File: src/rtl/ycbcr_pkg.sv
// Shared constants for the BT.601 full-range colour-space converters (forward and inverse).
package ycbcr_pkg;

    localparam int unsigned FRAC_BITS_DEF = 10;
    localparam int unsigned CHROMA_OFFSET = 128;
    localparam int unsigned PIPE_LAT      = 4;

    // Coefficients in parts per million, scaled to fixed point by coef().
    localparam int unsigned RCR_PPM = 1402000;
    localparam int unsigned GCB_PPM = 344136;
    localparam int unsigned GCR_PPM = 714136;
    localparam int unsigned BCB_PPM = 1772000;

    localparam int unsigned YR_PPM  = 299000;
    localparam int unsigned YG_PPM  = 587000;
    localparam int unsigned YB_PPM  = 114000;
    localparam int unsigned CBR_PPM = 168736;
    localparam int unsigned CBG_PPM = 331264;
    localparam int unsigned CRG_PPM = 418688;
    localparam int unsigned CRB_PPM = 81312;
    localparam int unsigned HALF_PPM = 500000;

    // Round-to-nearest fixed-point coefficient: round(ppm * 2^k / 1e6).
    function automatic int unsigned coef(input int unsigned ppm, input int unsigned k);
        longint unsigned t;
        t = (longint'(ppm) << k) + 64'd500000;
        return int'(t / 64'd1000000);
    endfunction

    // Inverse (ycbcr -> rgb) coefficients at the default precision.
    localparam int unsigned C_RCR = coef(RCR_PPM, FRAC_BITS_DEF);
    localparam int unsigned C_GCB = coef(GCB_PPM, FRAC_BITS_DEF);
    localparam int unsigned C_GCR = coef(GCR_PPM, FRAC_BITS_DEF);
    localparam int unsigned C_BCB = coef(BCB_PPM, FRAC_BITS_DEF);

    // Forward (rgb -> ycbcr) coefficients at the default precision.
    localparam int unsigned C_YR  = coef(YR_PPM, FRAC_BITS_DEF);
    localparam int unsigned C_YG  = coef(YG_PPM, FRAC_BITS_DEF);
    localparam int unsigned C_YB  = coef(YB_PPM, FRAC_BITS_DEF);
    localparam int unsigned C_CBR = coef(CBR_PPM, FRAC_BITS_DEF);
    localparam int unsigned C_CBG = coef(CBG_PPM, FRAC_BITS_DEF);
    localparam int unsigned C_CRG = coef(CRG_PPM, FRAC_BITS_DEF);
    localparam int unsigned C_CRB = coef(CRB_PPM, FRAC_BITS_DEF);
    localparam int unsigned C_HALF = coef(HALF_PPM, FRAC_BITS_DEF);

endpackage

File: src/rtl/ycbcr_to_rgb_if.sv
// Pixel and VGA-style control bundle into and out of the YCbCr -> RGB decoder.
interface ycbcr_to_rgb_if;

    logic [7:0] i_y_8b;
    logic [7:0] i_cb_8b;
    logic [7:0] i_cr_8b;
    logic       i_h_sync;
    logic       i_v_sync;
    logic       i_data_en;
    logic [7:0] o_r_8b;
    logic [7:0] o_g_8b;
    logic [7:0] o_b_8b;
    logic       o_h_sync;
    logic       o_v_sync;
    logic       o_data_en;

    // Upstream video source.
    modport master (
        output i_y_8b, i_cb_8b, i_cr_8b, i_h_sync, i_v_sync, i_data_en,
        input  o_r_8b, o_g_8b, o_b_8b, o_h_sync, o_v_sync, o_data_en
    );

    // The decoder itself.
    modport slave (
        input  i_y_8b, i_cb_8b, i_cr_8b, i_h_sync, i_v_sync, i_data_en,
        output o_r_8b, o_g_8b, o_b_8b, o_h_sync, o_v_sync, o_data_en
    );

endinterface

File: src/rtl/sync_delay.sv
// Async-reset shift register; tap_o is one stage short of data_o so the consumer
// can act on a control bit in the same cycle it registers its own output.
module sync_delay #(
    parameter int unsigned DEPTH = 4,
    parameter int unsigned WIDTH = 1
) (
    input  logic             pixel_clk,
    input  logic             reset_n,
    input  logic [WIDTH-1:0] data_i,
    output logic [WIDTH-1:0] data_o,
    output logic [WIDTH-1:0] tap_o
);

    logic [DEPTH-1:0][WIDTH-1:0] stage_q;

    // Shift one stage per clock; stage 0 holds the newest sample.
    always_ff @(posedge pixel_clk or negedge reset_n) begin
        if (!reset_n) begin
            stage_q <= '0;
        end else begin
            stage_q <= {stage_q[DEPTH-2:0], data_i};
        end
    end

    assign data_o = stage_q[DEPTH-1];
    assign tap_o  = stage_q[DEPTH-2];

endmodule

File: src/rtl/ycbcr_to_rgb.sv
// BT.601 full-range YCbCr 4:4:4 -> RGB, four-stage fixed-latency pipeline with
// sync/data_en carried alongside the pixel data.
module ycbcr_to_rgb
    import ycbcr_pkg::*;
#(
    parameter int unsigned FRAC_BITS  = FRAC_BITS_DEF,
    parameter bit          BLANK_ZERO = 1'b1
) (
    input logic            pixel_clk,
    input logic            reset_n,
    ycbcr_to_rgb_if.slave  bus
);

    // 8 integer bits + sign + headroom: worst-case |sum| stays below 2^(FRAC_BITS+9).
    localparam int unsigned W = FRAC_BITS + 11;

    localparam logic signed [W-1:0] K_RCR = W'(coef(RCR_PPM, FRAC_BITS));
    localparam logic signed [W-1:0] K_GCB = W'(coef(GCB_PPM, FRAC_BITS));
    localparam logic signed [W-1:0] K_GCR = W'(coef(GCR_PPM, FRAC_BITS));
    localparam logic signed [W-1:0] K_BCB = W'(coef(BCB_PPM, FRAC_BITS));
    localparam logic signed [W-1:0] RND   = W'(64'd1 << (FRAC_BITS - 1));
    localparam logic signed [8:0]   OFF9  = 9'(CHROMA_OFFSET);
    localparam logic signed [W-1:0] MAX8  = W'(255);

    // S1
    logic signed [W-1:0] yk1_q, yk1_d;
    logic signed [8:0]   dcb1_q, dcb1_d, dcr1_q, dcr1_d;
    // S2
    logic signed [W-1:0] yk2_q, yk2_d;
    logic signed [W-1:0] p_rcr_q, p_rcr_d, p_gcb_q, p_gcb_d, p_gcr_q, p_gcr_d, p_bcb_q, p_bcb_d;
    // S3
    logic signed [W-1:0] sum_r_q, sum_r_d, sum_g_q, sum_g_d, sum_b_q, sum_b_d;
    // S4
    logic [7:0] r_q, r_d, g_q, g_d, b_q, b_d;

    logic signed [W-1:0] dcb_w, dcr_w;
    logic [2:0] ctrl_out, ctrl_tap;

    // Saturate a signed integer to the 0..255 pixel range.
    function automatic logic [7:0] clamp8(input logic signed [W-1:0] v);
        if (v[W-1]) begin
            return 8'd0;
        end else if (v > MAX8) begin
            return 8'd255;
        end else begin
            return v[7:0];
        end
    endfunction

    // Control bits {h_sync, v_sync, data_en} travel in lock-step with the data.
    sync_delay #(
        .DEPTH (PIPE_LAT),
        .WIDTH (3)
    ) u_sync_delay (
        .pixel_clk (pixel_clk),
        .reset_n   (reset_n),
        .data_i    ({bus.i_h_sync, bus.i_v_sync, bus.i_data_en}),
        .data_o    (ctrl_out),
        .tap_o     (ctrl_tap)
    );

    // Next-state for every pipeline stage.
    always_comb begin
        yk1_d  = W'({bus.i_y_8b, {FRAC_BITS{1'b0}}});
        dcb1_d = $signed({1'b0, bus.i_cb_8b}) - OFF9;
        dcr1_d = $signed({1'b0, bus.i_cr_8b}) - OFF9;

        dcb_w   = $signed({{(W-9){dcb1_q[8]}}, dcb1_q});
        dcr_w   = $signed({{(W-9){dcr1_q[8]}}, dcr1_q});
        yk2_d   = yk1_q;
        p_rcr_d = dcr_w * K_RCR;
        p_gcb_d = dcb_w * K_GCB;
        p_gcr_d = dcr_w * K_GCR;
        p_bcb_d = dcb_w * K_BCB;

        sum_r_d = yk2_q + p_rcr_q + RND;
        sum_g_d = yk2_q - p_gcb_q - p_gcr_q + RND;
        sum_b_d = yk2_q + p_bcb_q + RND;

        r_d = clamp8(sum_r_q >>> FRAC_BITS);
        g_d = clamp8(sum_g_q >>> FRAC_BITS);
        b_d = clamp8(sum_b_q >>> FRAC_BITS);
        // ctrl_tap[0] is the data_en that will leave alongside this pixel.
        if (BLANK_ZERO && !ctrl_tap[0]) begin
            r_d = '0;
            g_d = '0;
            b_d = '0;
        end
    end

    // Pipeline registers, cleared asynchronously.
    always_ff @(posedge pixel_clk or negedge reset_n) begin
        if (!reset_n) begin
            yk1_q   <= '0;
            dcb1_q  <= '0;
            dcr1_q  <= '0;
            yk2_q   <= '0;
            p_rcr_q <= '0;
            p_gcb_q <= '0;
            p_gcr_q <= '0;
            p_bcb_q <= '0;
            sum_r_q <= '0;
            sum_g_q <= '0;
            sum_b_q <= '0;
            r_q     <= '0;
            g_q     <= '0;
            b_q     <= '0;
        end else begin
            yk1_q   <= yk1_d;
            dcb1_q  <= dcb1_d;
            dcr1_q  <= dcr1_d;
            yk2_q   <= yk2_d;
            p_rcr_q <= p_rcr_d;
            p_gcb_q <= p_gcb_d;
            p_gcr_q <= p_gcr_d;
            p_bcb_q <= p_bcb_d;
            sum_r_q <= sum_r_d;
            sum_g_q <= sum_g_d;
            sum_b_q <= sum_b_d;
            r_q     <= r_d;
            g_q     <= g_d;
            b_q     <= b_d;
        end
    end

    assign bus.o_r_8b    = r_q;
    assign bus.o_g_8b    = g_q;
    assign bus.o_b_8b    = b_q;
    assign bus.o_h_sync  = ctrl_out[2];
    assign bus.o_v_sync  = ctrl_out[1];
    assign bus.o_data_en = ctrl_out[0];

endmodule

File: src/flat_wrapper.sv
// flat-port wrapper written by rule: the top's interface ports become plain ports
module ycbcr_to_rgb_flat import ycbcr_pkg::*;
#(
    parameter int unsigned FRAC_BITS  = FRAC_BITS_DEF,
    parameter bit          BLANK_ZERO = 1'b1
)
  (pixel_clk, reset_n, bus_i_y_8b, bus_i_cb_8b, bus_i_cr_8b, bus_i_h_sync, bus_i_v_sync, bus_i_data_en, bus_o_r_8b, bus_o_g_8b, bus_o_b_8b, bus_o_h_sync, bus_o_v_sync, bus_o_data_en);
  ycbcr_to_rgb_if bus_i ();
  input logic pixel_clk;
  input logic reset_n;
  input wire logic [$bits(bus_i.i_y_8b)-1:0] bus_i_y_8b;
  input wire logic [$bits(bus_i.i_cb_8b)-1:0] bus_i_cb_8b;
  input wire logic [$bits(bus_i.i_cr_8b)-1:0] bus_i_cr_8b;
  input wire logic [$bits(bus_i.i_h_sync)-1:0] bus_i_h_sync;
  input wire logic [$bits(bus_i.i_v_sync)-1:0] bus_i_v_sync;
  input wire logic [$bits(bus_i.i_data_en)-1:0] bus_i_data_en;
  output wire logic [$bits(bus_i.o_r_8b)-1:0] bus_o_r_8b;
  output wire logic [$bits(bus_i.o_g_8b)-1:0] bus_o_g_8b;
  output wire logic [$bits(bus_i.o_b_8b)-1:0] bus_o_b_8b;
  output wire logic [$bits(bus_i.o_h_sync)-1:0] bus_o_h_sync;
  output wire logic [$bits(bus_i.o_v_sync)-1:0] bus_o_v_sync;
  output wire logic [$bits(bus_i.o_data_en)-1:0] bus_o_data_en;
  assign bus_i.i_y_8b = bus_i_y_8b;
  assign bus_i.i_cb_8b = bus_i_cb_8b;
  assign bus_i.i_cr_8b = bus_i_cr_8b;
  assign bus_i.i_h_sync = bus_i_h_sync;
  assign bus_i.i_v_sync = bus_i_v_sync;
  assign bus_i.i_data_en = bus_i_data_en;
  assign bus_o_r_8b = bus_i.o_r_8b;
  assign bus_o_g_8b = bus_i.o_g_8b;
  assign bus_o_b_8b = bus_i.o_b_8b;
  assign bus_o_h_sync = bus_i.o_h_sync;
  assign bus_o_v_sync = bus_i.o_v_sync;
  assign bus_o_data_en = bus_i.o_data_en;
  ycbcr_to_rgb #(.FRAC_BITS(FRAC_BITS), .BLANK_ZERO(BLANK_ZERO)) u_core (.pixel_clk(pixel_clk), .reset_n(reset_n), .bus(bus_i));
endmodule
File: config.mk
export PLATFORM = sky130hd
export DESIGN_NAME = ycbcr_to_rgb_flat
export DESIGN_NICKNAME = d
export VERILOG_FILES = /design/src/rtl/ycbcr_pkg.sv /design/src/rtl/ycbcr_to_rgb_if.sv /design/src/rtl/sync_delay.sv /design/src/rtl/ycbcr_to_rgb.sv /design/src/flat_wrapper.sv
export SDC_FILE = /design/constraint.sdc
export NUM_CORES = 1
export LEC_CHECK = 0
export ABC_AREA = 0
export BUFFER_PORTS_ARGS = -buffer_cell sky130_fd_sc_hd__buf_2
export CORE_ASPECT_RATIO = 1.25
export CORE_UTILIZATION = 30
export DETAILED_ROUTE_END_ITERATION = 7
export MAX_ROUTING_LAYER = met4
export PLACE_DENSITY = 0.55
export SLEW_MARGIN = 40
export SYNTH_ARGS = -nofsm -noshare
export SYNTH_HDL_FRONTEND = slang
export SYNTH_SLANG_ARGS = --single-unit
File: constraint.sdc
create_clock -name pixel_clk -period 6.5 [get_ports pixel_clk]
set_clock_uncertainty 0.05 [all_clocks]
set_input_delay 0 -clock pixel_clk [delete_from_list [all_inputs] [get_ports pixel_clk]]
set_output_delay 0 -clock pixel_clk [all_outputs]
set_load 0.1 [all_outputs]
## After elaboration in Yosys (flattened, before gate mapping)

Cells that the tools add are included.
Widths: inputs -> output; s select.

| word-level totals | value |
|---|---|
| register bits after elaboration | 210 |
| input port bits | 29 |
| output and inout port bits | 27 |

| cells by class | value |
|---|---|
| add/subtract/negate cells | 9 |
| multipliers | 4 |
| $lt $le $gt $ge | 3 |
| multiplexer cells | 9 |

Operators by type and width:

| cell | count |
|---|---|
| $mux 8 | 9 |
| $add 21x11->21 const B | 3 |
| $add 19x21->21 | 2 |
| $gt 11x9->1 const B | 3 |
| $mul 9x12->21 const B | 1 |
| $sub 19x21->21 | 1 |
| $sub 21x21->21 | 1 |
| $mul 9x11->20 const B | 1 |
| $mul 9x10->19 const B | 1 |
| $sub 8x8->9 const B | 2 |
| $mul 9x5->14 const B | 1 |

## Depth between registers and ports, before layout

| depth | value |
|---|---|
| word-level depth | 4 |
| depth in mapped cells | 18 |

## By module

From an unflattened synthesis, not the netlist that was laid out.

| second synthesis, totals | value |
|---|---|
| cell total of the unflattened synthesis | 1059 |
| area total of the unflattened synthesis | 11681.2 µm² |

By module, submodules not included:

| module | instances | cells each | area an instance (µm²) | sequential area each (µm²) |
|---|---|---|---|---|
| ycbcr_to_rgb | 1 | 1041 | 11335.9 | 3678.5 |
| sync_delay | 1 | 18 | 345.3 | 300.3 |

## Worst setup path before layout

No wires, ideal clock.

| timing | value |
|---|---|
| kind | register to register |
| from | reg u_core.dcb1_q[7] |
| to | reg u_core.p_bcb_q[20] |
| setup time | 0.126 ns |
| arrival | 4.480 ns |
| data required time | 6.324 ns |
| slack | 1.844 ns |
| stages on the path, launching flop included | 18 |
| cell sequence | dfrtp_1 clkbuf_1 inv_1 ha_1 ha_1 inv_1 fa_1 inv_1 fa_1 fa_1 ha_1 nand3b_1 o22ai_1 o21ai_0 nand3_1 a31oi_1 a211oi_1 a311o_1 |

| on the way | value |
|---|---|
| cells in the longest elaborated chain, start to end | 1 |

RTL lines:

| item | RTL line | RTL |
|---|---|---|
| start, declared | ycbcr_to_rgb.sv:27 | `logic signed [8:0] dcb1_q, dcb1_d, dcr1_q, dcr1_d;` |
| start signal, assigned | ycbcr_to_rgb.sv:95 | `dcb1_q <= '0;` |
| start signal, assigned | ycbcr_to_rgb.sv:110 | `dcb1_q <= dcb1_d;` |
| $mul 9x12->21 | ycbcr_to_rgb.sv:74 | `p_bcb_d = dcb_w * K_BCB;` |
| named net u_core.p_bcb_d[20] | ycbcr_to_rgb.sv:30 | `logic signed [W-1:0] p_rcr_q, p_rcr_d, p_gcb_q, p_gcb_d, p_gcr_q, p_gcr_d, p_bcb_q, p_bcb_d;` |
| end signal, assigned | ycbcr_to_rgb.sv:116 | `p_bcb_q <= p_bcb_d;` |
| end, declared | ycbcr_to_rgb.sv:30 |  |

The timed path passes the listed nets, and every way through them passes these cells.

## Final worst setup path

Ends and elaborated chain as after synthesis.

==> metrics.yaml <==
cts_tree: "done"
synth.area.mux_share: 0.000871
ant_nets: 0
async_reset_ff_frac: 1.00
cts_buffers: 17
worst-path-max-fanout: 16
ys_ff_latch: 159
clk_latency_ns: 0.44
synth_xor_area_frac: 0.0594
finalSetupViolCount: 0
p_leak_uw: 0.00680
synth_fp_nets: 1355
critical_path_class: "register to register"
synth_area_um2: 11500
synth_area_leaders: "dfrtp_1 (35%), ha_1 (24%), fa_1 (13%), inv_1 (5.6%), xnor2_1 (4.2%)"
seq_area_frac_synth: 0.346
drt-pass1-iter-count: 4
netlist.area_leader.share: 0.346
syn_avg_cell_area_um2: 11.2
final.fill_count: 3677
fin_nets: 1450
gp_congestion: 0.839
synth_cell_types: 56
finalHoldViolCount: 0
worst_setup_path_end_kind: "register"
multi_input_area_um2: 6840
rr_endpoint: "u_core.p_bcb_q[20]"
core_area_um2: 37500
io_buffers: 55
io_pins: 56
start_util: 0.307
yosys.area_share.simple: 0.0620
instances_no_fill: 1624
period_share: 0.792
hpwl_um: 17900
rows: 79
grt_max_degree: 99
cts_sinks: 159
cts_resized: 0
syn_to_final_growth_pct: 15.5
antenna_cells: 0
whs_ns: 0.00203
synth_compound_area_frac: 0.103
critPathRequiredTime_ns: 6.76
gr-usage-all-layers: 0.127
ys.flop_type: "dfrtp_1"
die_w_um: 177
die_area_um2: 39100
maxCapViolCount: 0
fin_tns_setup_ns: 0
seq_area_um2: 3980
synthCells: 1030
wl_per_cell_um: 13.6
finish.utilization: 0.354
num_vias: 7149
powerDensity_nw_per_um2: 423
wl_um: 22000
period_needed_ns: 5.15
placedCellCount: 1563
yosys.area.top_type: "dfrtp_1"
vias_per_cell: 4.40
fmax_mhz: 194
crit_path_start_kind: "register"
worst_pin_slew_ns: 0.686
clk_pin_slew_ns: 0.07
hold_path_class: "input port to async pin"
peakVddDrop_mv: 0.244
synth_fa_ha_area_frac: 0.369
status: "completed"
grt_pass1_wl_um: 37500
crit_arrival_ns: 5.41
worst_r2r_path_depth: 16
gr-total-overflow: 0
rsz0062_at_grt: "no"
ctsRootBufferMaster: "clkbuf_16"
synth_edf_count: 0
die_h_um: 221
synth_top_family_by_area: "adder cells"
r2r_slack_ns: 1.35
drive_above_1_share: 0.0931
antenna_found_initial: 0
maxSlewViolCount: 0
first_iter_violations: 299
htree_levels: 4
yosys_warnings: 0
drcViolationCount: 0
rr_startpoint: "u_core.dcb1_q[7]"
grt_pass1_vias: 7638
clock_path_buffers: 2
relSlewSlack: 0.542
[power by group]
group	internal [uW]	leakage, uW	switching [uW]
logic	1280	0.00463	1880
clock network	584	0.000287	427
registers	1330	0.00189	111
total	3190	0.00680	2420
[kinds of logic (layout without fill, tap and decap cells)]
group,count (synthesis),count (layout)
fa+ha+maj,296,296
buf+inv,181,289
compound gates,174,174
flops,159,159
simple gates,141,141
xor+xnor,78,78
mux,1,1
[cells in the final DEF (no fill, tap or decap), types with 5 or more instances in the layout]
cell	n
a31oi_1	5
xnor2_1	55
and3_1	5
buf_2	54
nor2b_1	12
a21o_1	21
nand2b_1	11
clkbuf_16	17
xor2_1	23
o211ai_1	6
o21a_1	33
fa_1	72
a211oi_1	5
or2_2	6
nor3_1	11
dlygate4sd3_1	28
dfrtp_1	159
o21ai_0	28
nand2_1	21
o21bai_1	6
a21oi_1	38
ha_1	224
inv_1	171
nor2_1	45
nand3_1	10
[flip-flops by register name, indices dropped and copies added (netlist names)]
register / cells
u_core.dcb1_q: 8
u_core.bus.o_b_8b: 8
u_core.bus.o_g_8b: 8
u_core.dcr1_q: 8
u_core.yk2_q: 8
u_core.p_bcb_q: 14
u_core.sum_r_q: 11
u_core.yk1_q: 8
u_core.p_gcr_q: 20
u_core.p_rcr_q: 12
u_core.bus.o_r_8b: 8
u_core.u_sync_delay.stage_q: 6
u_core.sum_b_q: 11
u_core.u_sync_delay.data_o: 3
u_core.sum_g_q: 11
u_core.u_sync_delay.tap_o: 3
u_core.p_gcb_q: 12
[stage by stage]
| step | power, uW | setup WS, ns | instance area [um^2] |
|---|---|---|---|
| 2_1_floorplan | 3970 | 1.84 | 11500 |
| 3_3_place_gp | 4600 | 1.52 | 12400 |
| 3_5_place_dp | 4630 | 1.34 | 12400 |
| 4_1_cts | 5700 | 1.32 | 13200 |
| 5_1_grt | 6180 | 0.991 | 13300 |
| 6_report | 5610 | 1.35 | 13300 |
[synth_stat cells (11+ instances only)]
library cell	instances
xnor2_1	55
nand2b_1	11
nor2_1	45
o21a_1	33
a21oi_1	38
xor2_1	23
inv_1	171
dfrtp_1	159
ha_1	224
nor2b_1	12
nor3_1	11
o21ai_0	28
fa_1	72
a21o_1	21
nand2_1	21
[final cells by class]
type,instances,area share
clock inverters,13,0.0115
flip-flops and latches,159,0.300
clock buffers,19,0.0334
well taps,486,0.0458
multi-input cells,690,0.515
inverters,171,0.0484
repair buffers,86,0.0461
[critical path: stages, from the launching register on]
cell and delay (ns):
dfrtp_1 0.79, inv_1 0.25, ha_1 0.41, ha_1 0.31
inv_1 0.05, fa_1 0.50, inv_1 0.06, fa_1 0.45
fa_1 0.45, ha_1 0.32, nand3b_1 0.09, o22ai_1 0.10
o21ai_0 0.26, nand3_1 0.12, a31oi_1 0.39, a211oi_1 0.13
a311o_1 0.30
[how the worst max path moves through the flow]
stage,from,endpoint
global placement,u_core.dcb1_q[7],u_core.p_bcb_q[20]
detailed placement,u_core.dcb1_q[7],u_core.p_bcb_q[20]
floorplan,u_core.dcb1_q[7],u_core.p_bcb_q[20]
finish,u_core.dcb1_q[7],u_core.p_bcb_q[20]
CTS,u_core.dcb1_q[7],u_core.p_bcb_q[20]
global route,u_core.dcb1_q[7],u_core.p_bcb_q[20]
[per-layer routing]
| metal | vias to the layer above | track usage | part of all wire |
|---|---|---|---|
| li1 | 3623 | - | - |
| met1 | 3424 | 0.147 | 0.44 |
| met2 | 74 | 0.210 | 0.50 |
| met3 | 28 | 0.0241 | 0.024 |
| met4 | 0 | 0.0609 | 0.035 |
| met5 | - | - | 0 |
[what timing repair did]
action | CTS | global route
hold buffers | 28 | 0
hold endpoints to repair | 124 | 0
buffers inserted | 0 | 0
No activity file was read; power rests on OpenSTA's default activity.
